### config.mk
export PLATFORM = sky130hd
export DESIGN_NAME = sig_capture_unit_flat
export DESIGN_NICKNAME = d
export VERILOG_FILES = /design/src/rtl/sig_capture_pkg.sv /design/src/rtl/sig_capture_unit_if.sv /design/src/rtl/sig_capture_unit_fifo.sv /design/src/rtl/sig_capture_unit.sv /design/src/flat_wrapper.sv
export SDC_FILE = /design/constraint.sdc
export NUM_CORES = 1
export LEC_CHECK = 0
export CAP_MARGIN = 30
export CORE_UTILIZATION = 50
export CTS_BUF_LIST = sky130_fd_sc_hd__clkbuf_4 sky130_fd_sc_hd__clkbuf_8
export DETAILED_ROUTE_END_ITERATION = 8
export GPL_TIMING_DRIVEN = 0
export PLACE_DENSITY_LB_ADDON = 0.25
export SLEW_MARGIN = 20
export SYNTH_ARGS = -nofsm -noshare
export SYNTH_HDL_FRONTEND = slang
export SYNTH_SLANG_ARGS = --single-unit
### constraint.sdc
create_clock -name clk -period 7.7 [get_ports clk]
set_input_delay 1.54 -clock clk [delete_from_list [all_inputs] [get_ports clk]]
set_output_delay 1.54 -clock clk [all_outputs]
set_load 0.02 [all_outputs]
### src/rtl/sig_capture_pkg.sv
// Shared types and defaults for the compliance-signature capture block.
package sig_capture_pkg;

    localparam int unsigned XLEN = 32;

    localparam logic [XLEN-1:0] DEFAULT_SIG_ADDR  = 32'h0000_0F00;
    localparam logic [XLEN-1:0] DEFAULT_HALT_ADDR = 32'hCAFE_BEEF;

    typedef enum logic [1:0] {
        RUN   = 2'd0,
        DRAIN = 2'd1,
        DONE  = 2'd2
    } cap_state_e;

endpackage

### src/rtl/sig_capture_unit_if.sv
// Store-side and drain-side signals of the signature capture block.
interface sig_capture_unit_if;
    import sig_capture_pkg::*;

    logic            st_valid;
    logic [XLEN-1:0] st_addr;
    logic [XLEN-1:0] st_data;
    logic            out_valid;
    logic [XLEN-1:0] out_data;
    logic            out_ready;

    modport master (
        output st_valid, st_addr, st_data, out_ready,
        input  out_valid, out_data
    );

    modport slave (
        input  st_valid, st_addr, st_data, out_ready,
        output out_valid, out_data
    );

endinterface

### src/rtl/sig_capture_unit_fifo.sv
// First-word fall-through synchronous FIFO with occupancy, full and empty flags.
module sync_fifo_fwft #(
    parameter  int unsigned DEPTH = 16,
    parameter  int unsigned WIDTH = 32,
    localparam int unsigned AW    = $clog2(DEPTH),
    localparam int unsigned LVL_W = AW + 1
) (
    input  logic             clk,
    input  logic             rst,
    input  logic             wr_en,
    input  logic [WIDTH-1:0] wr_data,
    input  logic             rd_en,
    output logic [WIDTH-1:0] rd_data,
    output logic             full,
    output logic             empty,
    output logic [LVL_W-1:0] level
);

    if (DEPTH < 2 || (DEPTH & (DEPTH - 1)) != 0) begin : g_bad_depth
        $error("sync_fifo_fwft: DEPTH must be a power of two and at least 2");
    end

    logic [WIDTH-1:0] mem [DEPTH];
    logic [AW:0]      wr_ptr;
    logic [AW:0]      rd_ptr;
    logic             wr_accept;
    logic             rd_accept;

    // Extra pointer MSB distinguishes full from empty when the index bits match.
    assign empty = (wr_ptr == rd_ptr);
    assign full  = (wr_ptr[AW] != rd_ptr[AW]) && (wr_ptr[AW-1:0] == rd_ptr[AW-1:0]);
    assign level = wr_ptr - rd_ptr;

    assign rd_accept = rd_en && !empty;
    assign wr_accept = wr_en && (!full || rd_accept);

    assign rd_data = empty ? '0 : mem[rd_ptr[AW-1:0]];

    always_ff @(posedge clk or negedge rst) begin
        if (!rst) begin
            wr_ptr <= '0;
            rd_ptr <= '0;
        end else begin
            if (wr_accept) wr_ptr <= wr_ptr + 1'b1;
            if (rd_accept) rd_ptr <= rd_ptr + 1'b1;
        end
    end

    // NOTE: storage has no reset; only the pointers define which words are valid.
    always_ff @(posedge clk) begin
        if (wr_accept) mem[wr_ptr[AW-1:0]] <= wr_data;
    end

endmodule

### src/rtl/sig_capture_unit.sv
// Signature capture: buffers stores to SIG_ADDR, stops on a store to HALT_ADDR.
// Define SIG_CAPTURE_TRACE_EN to also capture retiring register writebacks.
module sig_capture_unit
    import sig_capture_pkg::*;
#(
    parameter  int unsigned     DEPTH     = 16,
    parameter  logic [XLEN-1:0] SIG_ADDR  = DEFAULT_SIG_ADDR,
    parameter  logic [XLEN-1:0] HALT_ADDR = DEFAULT_HALT_ADDR,
    parameter  int unsigned     CNT_W     = 16,
    localparam int unsigned     LVL_W     = $clog2(DEPTH) + 1
) (
    input  logic               clk,
    input  logic               rst,
    sig_capture_unit_if.slave  bus,
`ifdef SIG_CAPTURE_TRACE_EN
    input  logic               wb_valid,
    input  logic [4:0]         wb_rd,
    input  logic [XLEN-1:0]    wb_result,
`endif
    output logic               halted,
    output logic               done,
    output logic [CNT_W-1:0]   drop_cnt,
    output logic [LVL_W-1:0]   level
);

    if (SIG_ADDR == HALT_ADDR) begin : g_bad_addr
        $error("sig_capture_unit: SIG_ADDR and HALT_ADDR must differ");
    end

    cap_state_e      state;
    logic            sig_hit;
    logic            halt_hit;
    logic            pop;
    logic            push;
    logic [XLEN-1:0] push_data;
    logic [1:0]      drop_inc;
    logic            fifo_full;
    logic            fifo_empty;
    logic [CNT_W:0]  drop_sum;

    assign sig_hit  = bus.st_valid && (bus.st_addr == SIG_ADDR);
    assign halt_hit = bus.st_valid && (bus.st_addr == HALT_ADDR);

    assign bus.out_valid = !fifo_empty;
    assign pop           = bus.out_valid && bus.out_ready;

    // NOTE: every always_comb output gets a default first so no latch is inferred.
    always_comb begin
        push      = 1'b0;
        push_data = bus.st_data;
        drop_inc  = 2'd0;
        if (state == RUN) begin
            if (sig_hit) begin
                push = 1'b1;
                if (fifo_full && !pop) drop_inc = 2'd1;
            end
`ifdef SIG_CAPTURE_TRACE_EN
            // The signature store owns the single write slot; a colliding writeback is lost.
            if (wb_valid && wb_rd != 5'd0) begin
                if (sig_hit) begin
                    drop_inc = drop_inc + 2'd1;
                end else begin
                    push      = 1'b1;
                    push_data = wb_result;
                    if (fifo_full && !pop) drop_inc = 2'd1;
                end
            end
`endif
        end
    end

    sync_fifo_fwft #(
        .DEPTH (DEPTH),
        .WIDTH (XLEN)
    ) u_fifo (
        .clk     (clk),
        .rst     (rst),
        .wr_en   (push),
        .wr_data (push_data),
        .rd_en   (bus.out_ready),
        .rd_data (bus.out_data),
        .full    (fifo_full),
        .empty   (fifo_empty),
        .level   (level)
    );

    assign drop_sum = {1'b0, drop_cnt} + (CNT_W + 1)'(drop_inc);

    always_ff @(posedge clk or negedge rst) begin
        if (!rst) begin
            drop_cnt <= '0;
        end else if (drop_inc != 2'd0) begin
            drop_cnt <= drop_sum[CNT_W] ? '1 : drop_sum[CNT_W-1:0];
        end
    end

    // done is raised in step with the FIFO becoming empty, using the last pop as lookahead.
    always_ff @(posedge clk or negedge rst) begin
        if (!rst) begin
            state  <= RUN;
            halted <= 1'b0;
            done   <= 1'b0;
        end else begin
            unique case (state)
                RUN: begin
                    if (halt_hit) begin
                        state  <= DRAIN;
                        halted <= 1'b1;
                    end
                end
                DRAIN: begin
                    if (level == LVL_W'(0) || (level == LVL_W'(1) && pop)) begin
                        state <= DONE;
                        done  <= 1'b1;
                    end
                end
                DONE: begin
                    state <= DONE;
                end
                default: begin
                    state <= RUN;
                end
            endcase
        end
    end

endmodule

### src/flat_wrapper.sv
// flat-port wrapper written by rule: the top's interface ports become plain ports
module sig_capture_unit_flat import sig_capture_pkg::*;
#(
    parameter  int unsigned     DEPTH     = 16,
    parameter  logic [XLEN-1:0] SIG_ADDR  = DEFAULT_SIG_ADDR,
    parameter  logic [XLEN-1:0] HALT_ADDR = DEFAULT_HALT_ADDR,
    parameter  int unsigned     CNT_W     = 16,
    localparam int unsigned     LVL_W     = $clog2(DEPTH) + 1
)
  (clk, rst, halted, done, drop_cnt, level, bus_st_valid, bus_st_addr, bus_st_data, bus_out_ready, bus_out_valid, bus_out_data);
  sig_capture_unit_if bus_i ();
  input  logic clk;
  input  logic rst;
  output logic halted;
  output logic done;
  output logic [CNT_W-1:0] drop_cnt;
  output logic [LVL_W-1:0] level;
  input wire logic [$bits(bus_i.st_valid)-1:0] bus_st_valid;
  input wire logic [$bits(bus_i.st_addr)-1:0] bus_st_addr;
  input wire logic [$bits(bus_i.st_data)-1:0] bus_st_data;
  input wire logic [$bits(bus_i.out_ready)-1:0] bus_out_ready;
  output wire logic [$bits(bus_i.out_valid)-1:0] bus_out_valid;
  output wire logic [$bits(bus_i.out_data)-1:0] bus_out_data;
  assign bus_i.st_valid = bus_st_valid;
  assign bus_i.st_addr = bus_st_addr;
  assign bus_i.st_data = bus_st_data;
  assign bus_i.out_ready = bus_out_ready;
  assign bus_out_valid = bus_i.out_valid;
  assign bus_out_data = bus_i.out_data;
  sig_capture_unit #(.DEPTH(DEPTH), .SIG_ADDR(SIG_ADDR), .HALT_ADDR(HALT_ADDR), .CNT_W(CNT_W)) u_core (.clk(clk), .rst(rst), .bus(bus_i), .halted(halted), .done(done), .drop_cnt(drop_cnt), .level(level));
endmodule
Word level (Yosys, flattened, before mapping)
Memories as Yosys holds them, arrays and structs flattened.
Index checks and enable logic that the tools add are counted.
Widths: inputs -> output; s select.
Word-level totals
  bits in writable memories: 512
  logic and storage cells: 51
  latch bits: 0
  memories kept: 1
  ROM bits: 0
  register bits: 30
  input bits: 68
  output and inout bits: 56
Operators by class
  mux-type cells: 12
  $add $sub $neg: 4
  equal/unequal tests: 10
  shift operators: 0
  div/mod/pow operators: 0
  reduce and logical (&&, ||, !) cells: 18
  bitwise logic cells: 0
  magnitude comparators: 0
  $mul: 0
Memories
  u_core.u_fifo.mem: depth 16, bits a word 32, read ports 1, clocked after memory_dff 0, wr ports 1, RTL line sig_capture_unit_fifo.sv:23  | logic [WIDTH-1:0] mem [DEPTH];
Operators by type and width (number)
  $eq 32x12->1 const B: 1
  $eq 32x32->1 const B: 1
  $mux 32: 1
  $add 16x2->17: 1
  $mux 16: 1
  $add 5x1->5 const B: 2
  $mux 2: 4
  $logic_and 1x1->1: 7
  $pmux 2 s3: 1
  $reduce_and 2->1: 3
  $eq 5x1->1 const B: 1
  $eq 5x5->1: 1
  $logic_not 5->1: 1
  $mux 1: 5
  $sub 5x5->5: 1
  $eq 4x4->1: 1
  $ne 2x1->1 const B: 2
  $logic_not 1->1: 3
  $eq 2x1->1 const B: 1
  $eq 2x2->1 const B: 1
  $logic_not 2->1: 1
  $logic_or 1x1->1: 2
  $reduce_bool 2->1: 1
  $ne 1x1->1: 1

Depth between registers and ports, before layout
  depth after elaboration: 10
  gate-level depth with buffers: 12
  depth with buffers taken out: 10

By module
From an unflattened synthesis, not the netlist that was laid out.
Second synthesis, totals
  cell total of the unflattened synthesis: 1068
  area, all modules: 21647.0 sq um
By module, submodules not included
  sync_fifo_fwft: seq. area each 15625.0 sq um, cells each 928, area an instance 20379.5 sq um, times used 1
  sig_capture_unit: seq. area each 500.5 sq um, cells each 140, area an instance 1267.5 sq um, times used 1

Least setup slack after synthesis
OpenSTA, ideal clock, no wires.
  path type: input to register
  start point: input port bus_st_addr[1]
  end point: memory u_core.u_fifo.mem[0][0] (enable)
  arrival time: 5.797 ns
  buffers on the path: 0
  library setup time: 0.502 ns
  data required time: 7.198 ns
  setup slack: 1.402 ns
  stages on the path: 5
  cells stage by stage: nor4b_1 nand4_1 or2_2 or3_1 nor4_1
Between the ends
  word-level cells in the longest chain between the ends: 7
RTL lines
  start: declaration: RTL line flat_wrapper.sv:19  | input wire logic [$bits(bus_i.st_addr)-1:0] bus_st_addr;
  $eq 32x12->1: RTL line sig_capture_unit.sv:41  | assign sig_hit = bus.st_valid && (bus.st_addr == SIG_ADDR);
  $logic_and 1x1->1: RTL line sig_capture_unit.sv:41
  $mux 1: RTL line sig_capture_unit.sv:53  | if (sig_hit) begin
  $mux 1: RTL line sig_capture_unit.sv:52  | if (state == RUN) begin
  $logic_and 1x1->1: RTL line sig_capture_unit_fifo.sv:35  | assign wr_accept = wr_en && (!full || rd_accept);
  $mux 1: RTL line sig_capture_unit_fifo.sv:51  | if (wr_accept) mem[wr_ptr[AW-1:0]] <= wr_data;
  $mux 1 (implied by the code): RTL line sig_capture_unit_fifo.sv:51
  end: declaration: RTL line sig_capture_unit_fifo.sv:23
No other way between the ends.

Final worst setup path
  start point: register u_core.u_fifo.rd_ptr[1]
  end point: output port bus_out_data[9]
Between the ends
  word-level cells in the longest chain between the ends: 2
  elaborated cells between the ends (all ways): 3
  classes of those cells: eq/ne: 1; mux: 1; memory: 1
RTL lines
  start: declaration: RTL line sig_capture_unit_fifo.sv:25  | logic [AW:0] rd_ptr;
  start signal: assignment: RTL line sig_capture_unit_fifo.sv:45  | if (rd_accept) rd_ptr <= rd_ptr + 1'b1;
  $mem_v2 16x32 or $eq 5x5->1 (tied branches)
  $mux 32 *: RTL line sig_capture_unit_fifo.sv:37  | assign rd_data = empty ? '0 : mem[rd_ptr[AW-1:0]];
  end: declaration: RTL line flat_wrapper.sv:23  | output wire logic [$bits(bus_i.out_data)-1:0] bus_out_data;
Every way passes the cells marked *; elsewhere a longest branch is shown, timed or not.

==> flow_metrics.tcl <==
set metrics [dict create \
    grt_max_degree 31 \
    start_util_pct 50.7 \
    synth_top_flop_cell "edfxtp_1" \
    hold_viol_final 0 \
    post-route-util_pct 60.7 \
    drt_iter0_markers 921 \
    maxCapViolations 0 \
    p_leak_uw 0.00844 \
    final_common_cell "edfxtp_1" \
    vias 10600 \
    antenna_cells 0 \
    path_class "reg2out" \
    fin_skew_ns 0.0247 \
    nFillCells 2935 \
    crit_fanout 10 \
    dr.max_layer_used "met4" \
    avgSynthCellArea_um2 22.5 \
    gr-total-overflow 0 \
    reg2reg_slack_ns 2.67 \
    synth_edf_count 512 \
    slew_violations 0 \
    holdCritStartpoint "u_core.halted" \
    worstPathRequired_ns 6.16 \
    grt_pass1_vias 11300 \
    cts_resized 0 \
    cts_setup_buffers 0 \
    drc 0 \
    met3WireLength_um 3060 \
    synth.distinct_cells 46 \
    worst_pin_slew_ns 1.00 \
    synth_seq_area_share_pct 75.8 \
    netlist_area_mm2 0.0213 \
    crit_path_start "u_core.u_fifo.rd_ptr[1]" \
    cts_tree "done" \
    cts_made_buffers 85 \
    area_growth_syn_to_layout_pct 19.7 \
    die_w_um 208 \
    clock-sinks 542 \
    grt_setup_unrepaired "false" \
    multiInputGateArea_mm2 0.00498 \
    cp-end-kind "output port" \
    cts_root_buf "clkbuf_8" \
    core_region_area_mm2 0.0419 \
    setup_viol 0 \
    worstPathArrival_ns 5.21 \
    fmax_mhz 148 \
    seqCellArea_mm2 0.0161 \
    globalplace.congestion 0.796 \
    hpwl_um 31300 \
    ir_drop_v 0.000250 \
    relSlewSlack_pct 33.1 \
    met1_length_um 20800 \
    ios 124 \
    synth_warnings 0 \
    rr_startpoint "u_core.u_fifo.rd_ptr[1]" \
    syn_inst 947 \
    die_y_um 208 \
    cts_htree_levels 3 \
    grt_usage_pct 22.7 \
    wl_um 47900 \
    rows 75 \
    ant_nets 0 \
    period_share_pct 87.7 \
    layout_common_cells "edfxtp_1, mux4_2, clkdlybuf4s50_1" \
    cellPowerDensity_mw_per_mm2 323 \
    hold_buffers 0 \
    cts_buffer_depth 3 \
    drive_gt1_share_pct 30.8 \
    fin_setup_tns_ns 0 \
    drt_pass1_iterations 5 \
    io_buffers 123 \
    die_area_mm2 0.0434 \
    status "completed" \
    post_drt_wl_per_cell_um 26.2 \
    ys_ff_latch 542 \
    clk_latency_ns 0.64 \
    antenna_found_initial 0 \
    synthesis.nets 1030 \
    start_kind "flip-flop" \
    grt_pass1_wl_um 71400 \
    hold_path_class "reg2reg" \
    final_nets 1306 \
    vias_per_cell 5.80 \
    async_flop_share_pct 5.54 \
    wl_met2_um 23400 \
    min_period_ns 6.75 \
    clk_pin_slew_ns 0.05 \
]
==> stage by stage <==
step	cells	instance area [µm²]	setup slack, ns	hold slack, ns	total power, µW
floorplan	947	21300	1.40	0.462	5000
global placement	1609	23200	-3.42	0.448	5940
CTS	1828	25500	0.819	0.472	8310
global route	1830	25500	0.689	0.506	8560
detailed placement	1673	23800	1.52	0.455	6000
finish	1830	25500	0.948	0.470	8230
==> layout make-up <==
| class | instances | share of cell area (%) |
|---|---|---|
| plain buffers | 43 | 0.702 |
| multi-input cells | 343 | 19.6 |
| flip-flops and latches | 542 | 63.3 |
| clock buffers | 117 | 5.61 |
| inverters | 19 | 0.280 |
| well taps | 539 | 2.65 |
| repair buffers | 189 | 7.13 |
| clock inverters | 38 | 0.771 |
==> Yosys cell counts, types with 2 or more instances <==
master | count | area share [%]
a31oi_1 | 5 | 0.15
or4_1 | 2 | 0.071
buf_1 | 6 | 0.11
inv_1 | 18 | 0.32
o21bai_1 | 2 | 0.071
mux2_2 | 6 | 0.32
xnor2_1 | 9 | 0.37
and3_1 | 9 | 0.26
ha_1 | 14 | 0.82
buf_2 | 10 | 0.24
nand4_1 | 10 | 0.29
clkbuf_1 | 26 | 0.46
nor2_1 | 6 | 0.11
a21o_1 | 3 | 0.11
nand3_1 | 9 | 0.21
and2_1 | 4 | 0.12
nand2_1 | 18 | 0.32
xor2_1 | 6 | 0.25
nor4_1 | 9 | 0.26
dfrtp_1 | 30 | 3.5
nor2b_1 | 34 | 1.0
mux4_2 | 160 | 17
mux2i_1 | 3 | 0.14
edfxtp_1 | 512 | 72
o21ai_0 | 3 | 0.071
nor3_1 | 8 | 0.19
a21oi_1 | 5 | 0.12
nor4b_1 | 2 | 0.082
==> state kept, by name (all words and copies together), names as in the netlist <==
register	cells
u_core.u_fifo.rd_ptr	5
u_core.drop_cnt	16
u_core.state	2
u_core.u_fifo.wr_ptr	5
u_core.u_fifo.mem	512
u_core.done	1
u_core.halted	1
==> power breakdown <==
group | total, µW | internal [µW] | switching [µW]
Clock | 2310 | 1230 | 1070
Sequential | 3250 | 3240 | 16.5
Combinational | 2660 | 1360 | 1300
Total | 8230 | 5830 | 2390
==> per-layer routing <==
layer | GRT usage (%) | vias to the layer above
met5 | 0 | -
met4 | 5.75 | 0
met3 | 5.12 | 59
met2 | 36.2 | 381
met1 | 32.2 | 5626
li1 | - | 4556
==> logic make-up after synthesis <==
| logic type | count (synthesis) | share of synthesized area (%) |
|---|---|---|
| DFF | 542 | 75.8 |
| muxes | 169 | 17.4 |
| and+or+nand+nor | 121 | 3.40 |
| buffers and inverters | 62 | 1.17 |
| AOI/OAI and AO/OA | 23 | 0.711 |
| xor gates and xnor gates | 15 | 0.617 |
| adders and majority gates | 15 | 0.917 |
==> critical path: stages (launching register included) <==
cell             delay [ns]
dfrtp_1                0.49
clkbuf_1               0.44
clkbuf_1               0.71
inv_1                  0.26
ha_1                   0.37
nand4_1                0.15
nor2_1                 0.66
clkbuf_1               0.69
nor2b_1                0.21
clkdlybuf4s50_1        0.60
==> path summary, 6_finish.rpt <==
check / to / depth (start not counted)
worst max-delay path: bus_out_data[9] / 9
worst min-delay path: u_core.halted / 1
worst max register to register: u_core.u_fifo.mem[7][16] / 12
worst min register to register: u_core.halted / 1
max in group asynchronous: u_core.u_fifo.wr_ptr[3] / 1
min in group asynchronous: u_core.drop_cnt[7] / 1
(Power assumes the default switching activity.)
